==> config.mk <==
export PLATFORM = sky130hd
export DESIGN_NAME = rev_alu_seq
export DESIGN_NICKNAME = d
export VERILOG_FILES = /design/src/rtl/rev_alu_seq.sv
export SDC_FILE = /design/constraint.sdc
export NUM_CORES = 1
export LEC_CHECK = 0
export ABC_AREA = 1
export CAP_MARGIN = 20
export CORE_MARGIN = 2
export CORE_UTILIZATION = 49
export DETAILED_ROUTE_END_ITERATION = 8
export PLACE_DENSITY_LB_ADDON = 0.2
export SLEW_MARGIN = 5
export SYNTH_ARGS = -nofsm -noshare
export SYNTH_HDL_FRONTEND = slang
export SYNTH_SLANG_ARGS = --single-unit
==> constraint.sdc <==
create_clock -name clk -period 2.3 [get_ports clk]
set_clock_uncertainty 0.15 [all_clocks]
set_input_delay 0.575 -clock clk [delete_from_list [all_inputs] [get_ports clk]]
set_output_delay 0.575 -clock clk [all_outputs]
set_load 0.005 [all_outputs]
==> src/rtl/rev_alu_seq.sv <==
// ---------------------------------------------------------------------------
// rev_alu_seq
//
// Clocked, parametrised reversible ALU. It accepts one operation at a time
// over a valid/ready input handshake. It writes the result and flags into a
// single held output slot, which has its own valid/ready handshake.
//
// Optional feature macro: REVALU_MUL_EN
//   defined   : sel=011 runs an unsigned shift-add multiply over WIDTH cycles
//               (RUN state, busy output).
//   undefined : sel=011 completes in one cycle with an all-zero result
//               (zero=1). No FSM and no multiplier datapath are built.
//
// Ports
//   clk, rst_n        clock; asynchronous active-low reset
//   in_valid/in_ready input handshake; transfer when both are high
//   a, b [WIDTH]      operands, captured on the accept edge
//   sel [3]           000 ADD, 001 SUB, 010 ADC, 011 MUL,
//                     100 AND, 101 OR, 110 XOR, 111 NOT A
//   out_valid/out_ready output slot handshake; consume when both are high
//   result [WIDTH]    result, or the low half of the product
//   result_hi [WIDTH] high half of the product; 0 for other ops
//   cout, zero, ovf   carry (SUB: 1 = no borrow), result==0, signed overflow
//   busy              multiply in progress; this is also the FSM state
//                     (1 = RUN)
//
// Handshake rule (both sides): a beat transfers on a rising edge where
// valid && ready. valid must not depend on ready. The slot holds
// result/flags stable while out_valid && !out_ready. in_ready depends
// combinationally on out_ready, so a full slot can be drained and refilled
// on the same edge.
// ---------------------------------------------------------------------------
module rev_alu_seq #(
  parameter int WIDTH = 8
) (
  input  logic             clk,
  input  logic             rst_n,
  input  logic             in_valid,
  output logic             in_ready,
  input  logic [WIDTH-1:0] a,
  input  logic [WIDTH-1:0] b,
  input  logic [2:0]       sel,
  output logic             out_valid,
  input  logic             out_ready,
  output logic [WIDTH-1:0] result,
  output logic [WIDTH-1:0] result_hi,
  output logic             cout,
  output logic             zero,
  output logic             ovf,
  output logic             busy
);

  localparam logic [2:0] OP_ADD = 3'b000;
  localparam logic [2:0] OP_SUB = 3'b001;
  localparam logic [2:0] OP_ADC = 3'b010;
  localparam logic [2:0] OP_MUL = 3'b011;
  localparam logic [2:0] OP_AND = 3'b100;
  localparam logic [2:0] OP_OR  = 3'b101;
  localparam logic [2:0] OP_XOR = 3'b110;
  localparam logic [2:0] OP_NOT = 3'b111;

  // Output slot and carry flag.
  logic             out_valid_q, out_valid_d;
  logic [WIDTH-1:0] result_q,    result_d;
  logic [WIDTH-1:0] result_hi_q, result_hi_d;
  logic             cout_q,      cout_d;
  logic             zero_q,      zero_d;
  logic             ovf_q,       ovf_d;
  logic             carry_q,     carry_d;

  logic accept;
  logic consume;
  logic alu_write;

  assign accept  = in_valid && in_ready;
  assign consume = out_valid_q && out_ready;

  // -------------------------------------------------------------------------
  // Single-cycle ALU. SUB is done as a + ~b + 1, so one adder serves
  // ADD, SUB and ADC. The overflow test uses the inverted b for SUB.
  // -------------------------------------------------------------------------
  logic [WIDTH-1:0] b_eff;
  logic             alu_cin;
  logic [WIDTH:0]   alu_sum;
  logic [WIDTH-1:0] alu_res;
  logic             alu_cout;
  logic             alu_ovf;
  logic             alu_arith;

  always_comb begin
    b_eff = (sel == OP_SUB) ? ~b : b;
    alu_cin = 1'b0;
    if (sel == OP_SUB) begin
      alu_cin = 1'b1;
    end else if (sel == OP_ADC) begin
      alu_cin = carry_q;
    end
    alu_sum = {1'b0, a} + {1'b0, b_eff} + {{WIDTH{1'b0}}, alu_cin};

    alu_res   = '0;
    alu_cout  = 1'b0;
    alu_ovf   = 1'b0;
    alu_arith = 1'b0;
    case (sel)
      OP_ADD, OP_SUB, OP_ADC: begin
        alu_res   = alu_sum[WIDTH-1:0];
        alu_cout  = alu_sum[WIDTH];
        alu_ovf   = (a[WIDTH-1] == b_eff[WIDTH-1]) &&
                    (alu_sum[WIDTH-1] != a[WIDTH-1]);
        alu_arith = 1'b1;
      end
      // Without the multiplier this is the one-cycle all-zero MUL result.
      // With it, this path is not taken for MUL.
      OP_MUL:  alu_res = '0;
      OP_AND:  alu_res = a & b;
      OP_OR:   alu_res = a | b;
      OP_XOR:  alu_res = a ^ b;
      OP_NOT:  alu_res = ~a;
      default: alu_res = '0;
    endcase
  end

`ifdef REVALU_MUL_EN
  // -------------------------------------------------------------------------
  // Multiplier FSM and shift-add datapath.
  // {prod_hi_q, prod_lo_q} starts as {0, multiplier}. Each RUN cycle adds
  // the multiplicand into the high half when the current LSB of the
  // multiplier is set, then shifts the whole pair right by one bit. After
  // WIDTH steps, the pair holds the full product.
  // -------------------------------------------------------------------------
  typedef enum logic {
    S_IDLE = 1'b0,
    S_RUN  = 1'b1
  } state_t;

  localparam int CW = $clog2(WIDTH);
  localparam logic [CW-1:0] CNT_LAST = CW'(WIDTH - 1);

  state_t           state_q, state_d;
  logic [CW-1:0]    cnt_q,     cnt_d;
  logic [WIDTH-1:0] mcand_q,   mcand_d;
  logic [WIDTH-1:0] prod_hi_q, prod_hi_d;
  logic [WIDTH-1:0] prod_lo_q, prod_lo_d;

  logic             mul_start;
  logic             mul_last;
  logic [WIDTH:0]   mul_sum;
  logic [WIDTH-1:0] mul_hi_nx;
  logic [WIDTH-1:0] mul_lo_nx;

  assign mul_start = accept && (sel == OP_MUL);
  assign mul_last  = (state_q == S_RUN) && (cnt_q == CNT_LAST);
  assign alu_write = accept && !mul_start;

  always_comb begin
    mul_sum   = {1'b0, prod_hi_q} +
                (prod_lo_q[0] ? {1'b0, mcand_q} : {(WIDTH+1){1'b0}});
    mul_hi_nx = mul_sum[WIDTH:1];
    mul_lo_nx = {mul_sum[0], prod_lo_q[WIDTH-1:1]};
  end

  // State register
  always_ff @(posedge clk or negedge rst_n) begin
    if (!rst_n) begin
      state_q <= S_IDLE;
    end else begin
      state_q <= state_d;
    end
  end

  // Next-state logic
  always_comb begin
    state_d = state_q;
    case (state_q)
      S_IDLE:  if (mul_start) state_d = S_RUN;
      S_RUN:   if (mul_last)  state_d = S_IDLE;
      default: state_d = S_IDLE;
    endcase
  end

  // State-derived outputs
  always_comb begin
    in_ready = (state_q == S_IDLE) && (!out_valid_q || out_ready);
    busy     = (state_q == S_RUN);
  end

  always_ff @(posedge clk or negedge rst_n) begin
    if (!rst_n) begin
      cnt_q     <= '0;
      mcand_q   <= '0;
      prod_hi_q <= '0;
      prod_lo_q <= '0;
    end else begin
      cnt_q     <= cnt_d;
      mcand_q   <= mcand_d;
      prod_hi_q <= prod_hi_d;
      prod_lo_q <= prod_lo_d;
    end
  end
`else
  assign alu_write = accept;

  always_comb begin
    in_ready = !out_valid_q || out_ready;
    busy     = 1'b0;
  end
`endif

  // -------------------------------------------------------------------------
  // Slot / carry / multiplier next values
  // -------------------------------------------------------------------------
  always_comb begin
    out_valid_d = out_valid_q;
    result_d    = result_q;
    result_hi_d = result_hi_q;
    cout_d      = cout_q;
    zero_d      = zero_q;
    ovf_d       = ovf_q;
    carry_d     = carry_q;
`ifdef REVALU_MUL_EN
    cnt_d       = cnt_q;
    mcand_d     = mcand_q;
    prod_hi_d   = prod_hi_q;
    prod_lo_d   = prod_lo_q;
`endif

    // A write on the same edge takes priority over the clear below.
    if (consume) begin
      out_valid_d = 1'b0;
    end

    if (alu_write) begin
      out_valid_d = 1'b1;
      result_d    = alu_res;
      result_hi_d = '0;
      cout_d      = alu_cout;
      zero_d      = (alu_res == '0);
      ovf_d       = alu_ovf;
      if (alu_arith) begin
        carry_d = alu_cout;
      end
    end

`ifdef REVALU_MUL_EN
    // Operands are captured here, so the producer may change a/b at once.
    if (mul_start) begin
      cnt_d     = '0;
      mcand_d   = a;
      prod_hi_d = '0;
      prod_lo_d = b;
    end

    if (state_q == S_RUN) begin
      cnt_d     = cnt_q + CW'(1);
      prod_hi_d = mul_hi_nx;
      prod_lo_d = mul_lo_nx;
      // The slot is always empty here. MUL is only accepted when the slot
      // is empty or being drained, and nothing else writes it during RUN.
      if (mul_last) begin
        out_valid_d = 1'b1;
        result_d    = mul_lo_nx;
        result_hi_d = mul_hi_nx;
        cout_d      = |mul_hi_nx;
        zero_d      = (mul_lo_nx == '0);
        ovf_d       = 1'b0;
      end
    end
`endif
  end

  always_ff @(posedge clk or negedge rst_n) begin
    if (!rst_n) begin
      out_valid_q <= 1'b0;
      result_q    <= '0;
      result_hi_q <= '0;
      cout_q      <= 1'b0;
      zero_q      <= 1'b0;
      ovf_q       <= 1'b0;
      carry_q     <= 1'b0;
    end else begin
      out_valid_q <= out_valid_d;
      result_q    <= result_d;
      result_hi_q <= result_hi_d;
      cout_q      <= cout_d;
      zero_q      <= zero_d;
      ovf_q       <= ovf_d;
      carry_q     <= carry_d;
    end
  end

  assign out_valid = out_valid_q;
  assign result    = result_q;
  assign result_hi = result_hi_q;
  assign cout      = cout_q;
  assign zero      = zero_q;
  assign ovf       = ovf_q;

endmodule

==> results of run 1 <==
==> area by class of cell <==
| class | count | share of cell area |
|---|---|---|
| sequential | 13 | 0.119 |
| inverter | 37 | 0.0522 |
| tap | 46 | 0.0211 |
| clock buffer | 4 | 0.00962 |
| timing repair buffer | 84 | 0.270 |
| multi-input combinational | 195 | 0.528 |
==> worst max-delay path, stage by stage <==
cell        delay [ns]
buf_8             0.08
clkinvlp_4        0.10
nor2_4            0.15
nand2_4           0.10
xor2_4            0.16
fa_2              0.34
inv_2             0.08
fa_2              0.23
nand2_1           0.08
nand2_2           0.08
nand3b_1          0.13
nand2_2           0.11
nand2_2           0.06
nand3_2           0.07
nand2_1           0.07
nor2_1            0.14
nand3_1           0.09
nand2_1           0.06
==> final timing paths <==
| kind | end | from | cells past startpoint | slack [ns] |
|---|---|---|---|---|
| worst min-delay path | result[0]$_DFFE_PN0P_ | result[0]$_DFFE_PN0P_ | 2 | 0.34 |
| worst min register to register | result[0]$_DFFE_PN0P_ | result[0]$_DFFE_PN0P_ | 2 | 0.34 |
| worst max-delay path | zero$_DFFE_PN0P_ | sel[0] | 18 | -0.33 |
| min in group asynchronous | result[4]$_DFFE_PN0P_ | rst_n | 1 | 0.50 |
| max in group asynchronous | result[7]$_DFFE_PN0P_ | rst_n | 1 | 1.14 |
| worst max register to register | zero$_DFFE_PN0P_ | carry_q$_DFFE_PN0P_ | 15 | -0.09 |
==> synthesized netlist by cell type (all sizes together) <==
library cell / number
nand2: 62
inv: 37
nor2: 30
ha: 24
nand3: 24
dfrtp: 13
o21ai: 12
buf: 11
a21oi: 9
xor2: 9
nand4: 4
a31oi: 3
fa: 2
o21a: 2
a22oi: 1
clkbuf: 1
conb: 1
nand3b: 1
nor3: 1
o21bai: 1
o2bb2ai: 1
==> power by group through the flow <==
stage	Sequential [mW]	Clock, mW	Combinational [mW]
after detailed placement	0.292	0	0.517
after global placement	0.292	0	0.505
final	0.288	0.138	0.675
after global routing	0.294	0.149	0.730
after CTS	0.288	0.140	0.537
after floorplan	0.293	0	0.261
==> repair_timing <==
action	4_1_cts	5_1_grt
endpoints found under the setup margin	13	11
pin swaps	25	37
buffers inserted	1	7
gates resized for setup	38	44
==> logic make-up (layout without fill, tap and decap cells) <==
kind of cell | after synthesis | in the layout | synth area share
adders and majority gates | 26 | 26 | 0.205
other | 1 | 9 | 0.00226
DFF | 13 | 13 | 0.196
buffers and inverters | 49 | 125 | 0.138
AOI/OAI and AO/OA | 29 | 29 | 0.0981
and+or+nand+nor | 122 | 122 | 0.312
xor gates and xnor gates | 9 | 9 | 0.0475
==> per-stage QoR <==
step | total power, mW | setup WS, ns
finish | 1.10 | -0.330
global route | 1.17 | -0.476
CTS | 0.966 | -0.181
detailed placement | 0.809 | -0.971
global placement | 0.797 | -0.862
floorplan | 0.554 | -0.338
==> registers in the layout, summed over array words and instances (netlist names) <==
| name | flops |
|---|---|
| out_valid | 1 |
| cout | 1 |
| result | 8 |
| zero | 1 |
| carry_q | 1 |
| ovf | 1 |
==> layer usage <==
metal  up-vias  routed length, um  track usage
met5         -                  0            0
li1        944                  -            -
met1       914               2060        0.296
met4         0                281        0.100
met3        32                385       0.0344
met2       105               2780        0.444
==> flow_summary.json, run 1 <==
{
  "insertion_delay_ns": 0.27,
  "cts_tree": "built",
  "nets": 383,
  "layout_common_cells": "nand2_1, buf_4, inv_1",
  "core_area_mm2": 0.00328,
  "maxCapViolCount": 0,
  "cts_buffers": 3,
  "dp_hpwl_um": 3660,
  "grt.total_usage": 0.247,
  "cts_hold_buf": 0,
  "viasPerCell": 5.26,
  "timing.fmax_mhz": 380,
  "critPathLaunchType": "input pin",
  "critPathKind": "in2reg",
  "final_cells": 379,
  "yosysSeqAreaShare": 0.196,
  "p_sw_mw": 0.432,
  "h-tree-depth": 1,
  "n_fill_cell": 195,
  "seqPwrFrac": 0.262,
  "cts.sink_count": 13,
  "gp_congestion": 0.856,
  "multi_input_area_mm2": 0.00144,
  "synth_top_cell_area_share": 0.196,
  "p_sw_frac": 0.392,
  "endpoint_kind": "flip-flop",
  "wire_per_inst_um": 14.5,
  "p_leak_nw": 1.38,
  "clockPowerShare": 0.126,
  "dieArea_mm2": 0.00386,
  "drv_slew": 0,
  "seq_area_um2": 325,
  "die_w_um": 62.2,
  "dpl_cell_area_mm2": 0.00238,
  "min_period_over_period": 1.14,
  "p_per_area_mw_per_mm2": 403,
  "outcome": "finished with violations",
  "syn_area_mm2": 0.00166,
  "syn_inst": 249,
  "intPower_mw": 0.669,
  "ys_types": 26,
  "yosysTopAreaCell": "dfrtp_1",
  "ant_nets": 0,
  "io_pins": 45,
  "clock-root-buffer": "clkbuf_4",
  "combPwrFrac": 0.613,
  "place_inst": 369,
  "fin_setup_tns_ns": -1.69,
  "start_util": 0.505,
  "ir_drop_mv": 0.207,
  "crit_fanout": 3,
  "grt_pass1_vias": 1796,
  "ys_top_cells_by_area": "dfrtp_1, ha_1, nand2_1, inv_1, nand3_1",
  "hold_viol": 0,
  "path_clk_slew_ns": 0.08,
  "die_y_um": 62.2,
  "grt_pass1_wl_um": 7750,
  "syn_area_per_cell_um2": 6.66,
  "num_rows": 21,
  "layout_min_cycle_time_ns": 2.63,
  "ys_ff_latch": 13,
  "drive_gt1_frac": 0.354,
  "num_vias": 1995,
  "grt_overflow_total": 0,
  "drtPass1Iterations": 5,
  "drt_iter0_markers": 116,
  "slew_headroom": 0.637,
  "layout_commonest_cell": "nand2_1",
  "diodes": 0,
  "port_buffers": 35,
  "postLayoutSetupSlackWorst_ns": -0.330,
  "final_util": 0.832,
  "grt_max_degree": 14,
  "yosysWarnings": 0,
  "worstPathRequired_ns": 2.37,
  "fin_area_mm2": 0.00273,
  "hold_path.class": "reg2reg",
  "arrival_ns": 2.70,
  "setup_viol": 11,
  "area_delta_synth_final_pct": 64.8,
  "rsz0062_at_grt": "yes",
  "routed_wl_um": 5500,
  "holdWs_ns": 0.337,
  "clockBufferDepth": 2,
  "violations": "negative setup slack",
  "antenna_found_initial": 0,
  "drc": 0,
  "tightest_slew_ns": 0.543
}
Note: power is estimated with default switching activity, not from simulation.
==> run 2, diff against run 1 <==
--- a/config.mk
+++ b/config.mk
@@ -10,6 +10,7 @@
 export CORE_MARGIN = 2
 export CORE_UTILIZATION = 49
 export DETAILED_ROUTE_END_ITERATION = 8
+export GPL_TIMING_DRIVEN = 0
 export PLACE_DENSITY_LB_ADDON = 0.2
 export SLEW_MARGIN = 5
 export SYNTH_ARGS = -nofsm -noshare
==> run 2 against run 1 <==
Compared with the run above:
- setup slack better by 0.031 ns
- clock power barely moved
- global-route usage down 3.2 points
- cell count shrank 6.9%
- combinational power down 22%
- maximum frequency up 1.2%
- routed wire length down 25%
- non-clock buffer count shrank 26
- sequential cell count is the same
- the run still ends with negative setup slack left
- core utilization down 10 points
- via count down 13%
- total power down 14%
- critical path type unchanged
==> flow_summary.json, run 2 (synthesized netlist as in run 1, its figures left out) <==
{
  "largest_reg_flops": 8,
  "timing.fmax_mhz": 385,
  "fin_area_mm2": 0.00240,
  "dieArea_mm2": 0.00386,
  "grt_max_degree": 14,
  "grt_pass1_wl_um": 6750,
  "p_leak_nw": 1.23,
  "n_fill_cell": 267,
  "place_inst": 337,
  "num_rows": 21,
  "multi_input_area_mm2": 0.00132,
  "gp_congestion": 0.840,
  "worstPathRequired_ns": 2.37,
  "critPathKind": "in2reg",
  "cts_tree": "built",
  "dp_hpwl_um": 3130,
  "area_delta_synth_final_pct": 44.5,
  "h-tree-depth": 1,
  "routed_wl_um": 4110,
  "drtPass1Iterations": 4,
  "arrival_ns": 2.67,
  "ant_nets": 0,
  "clock-root-buffer": "clkbuf_4",
  "cts_hold_buf": 0,
  "violations": "negative setup slack",
  "viasPerCell": 4.92,
  "hold_path.class": "reg2reg",
  "r2r_slack_ns": -0.05,
  "p_per_area_mw_per_mm2": 397,
  "drc": 0,
  "postLayoutSetupSlackWorst_ns": -0.299,
  "grt_overflow_total": 0,
  "die_y_um": 62.2,
  "tightest_slew_ns": 0.535,
  "critPathLaunchType": "input pin",
  "ir_drop_mv": 0.153,
  "cts.sink_count": 13,
  "num_vias": 1737,
  "layout_commonest_cell": "nand2_1",
  "cts_buffers": 3,
  "hold_viol": 0,
  "setup_viol": 8,
  "core_area_mm2": 0.00328,
  "path_clk_slew_ns": 0.07,
  "slew_headroom": 0.642,
  "rsz0062_at_grt": "yes",
  "wire_per_inst_um": 11.7,
  "place_ws_ns": -1.34,
  "endpoint_kind": "flip-flop",
  "diodes": 0,
  "maxCapViolCount": 0,
  "outcome": "finished with violations",
  "drv_slew": 0,
  "start_util": 0.505,
  "grt_pass1_vias": 1536,
  "port_buffers": 34,
  "io_pins": 45,
  "drive_gt1_frac": 0.215,
  "final_cells": 353,
  "layout_common_cells": "nand2_1, inv_1, clkdlybuf4s50_1",
  "power_mw": 0.951,
  "layout_min_cycle_time_ns": 2.60,
  "antenna_found_initial": 0,
  "min_period_over_period": 1.13,
  "drt_iter0_markers": 94,
  "grt.total_usage": 0.215,
  "clockBufferDepth": 2,
  "insertion_delay_ns": 0.28,
  "seq_area_um2": 325,
  "dpl_cell_area_mm2": 0.00212,
  "nets": 357,
  "die_w_um": 62.2,
  "final_util": 0.730,
  "crit_fanout": 5
}
-- run 2: cell count changes in the layout (fill, tap and decap cells not counted), moves of 4 or more --
cell / delta
nand2_1: +7
dlygate4sd2_1: -4
nor2_2: -4
nand2_2: -6
buf_4: -23
nor2_1: +4
-- run 2: what timing repair did --
action | CTS | global route
gates resized for setup | 22 | 24
setup buffers | 8 | 4
setup endpoints to repair | 13 | 11
pin swaps | 16 | 24
-- run 2: report_power, final --
part	total, mW	internal (mW)	switching, mW
clock network	0.138	0.0673	0.0703
registers	0.287	0.267	0.0205
logic	0.526	0.257	0.269
total	0.951	0.591	0.360
-- run 2: layer usage --
metal / track usage / vias up / wire length, um
met5: 0 / - / 0
met4: 0.0917 / 0 / 67
met3: 0.0290 / 7 / 260
met2: 0.363 / 55 / 2100
met1: 0.275 / 784 / 1680
li1: - / 891 / -
-- run 2: worst max-delay path: stages --
cell	delay, ns
buf_8	0.08
clkinvlp_4	0.09
nor2_4	0.18
nand2_8	0.08
buf_4	0.17
xor2_1	0.14
ha_1	0.38
buf_4	0.17
inv_1	0.04
nand3_1	0.08
nand3_2	0.11
nand2_1	0.06
nor2_1	0.13
nand2_1	0.08
nor2_1	0.14
nand3_1	0.08
nand2_1	0.06
-- run 2: cell type report --
| type | count | area share |
|---|---|---|
| Buffer | 12 | 0.0376 |
| Sequential cell | 13 | 0.136 |
| Tap cell | 46 | 0.0240 |
| Timing Repair Buffer | 46 | 0.181 |
| Multi-Input combinational cell | 195 | 0.551 |
| Inverter | 37 | 0.0595 |
| Clock buffer | 4 | 0.0110 |
-- run 2: stage by stage --
stage                     TNS, ns  hold slack (ns)
after floorplan             -1.58            0.129
after global placement     -12.53            0.312
after detailed placement   -12.85            0.316
after CTS                   -1.12            0.326
after global routing        -2.45            0.353
final                       -1.25            0.332
-- run 2: final timing paths --
| path | to | cells after the start | from |
|---|---|---|---|
| max | zero$_DFFE_PN0P_ | 17 | sel[0] |
| min | cout$_DFFE_PN0P_ | 2 | cout$_DFFE_PN0P_ |
| max reg2reg | zero$_DFFE_PN0P_ | 15 | carry_q$_DFFE_PN0P_ |
| min reg2reg | cout$_DFFE_PN0P_ | 2 | cout$_DFFE_PN0P_ |
| max in group asynchronous | result[3]$_DFFE_PN0P_ | 1 | rst_n |
| min in group asynchronous | carry_q$_DFFE_PN0P_ | 1 | rst_n |
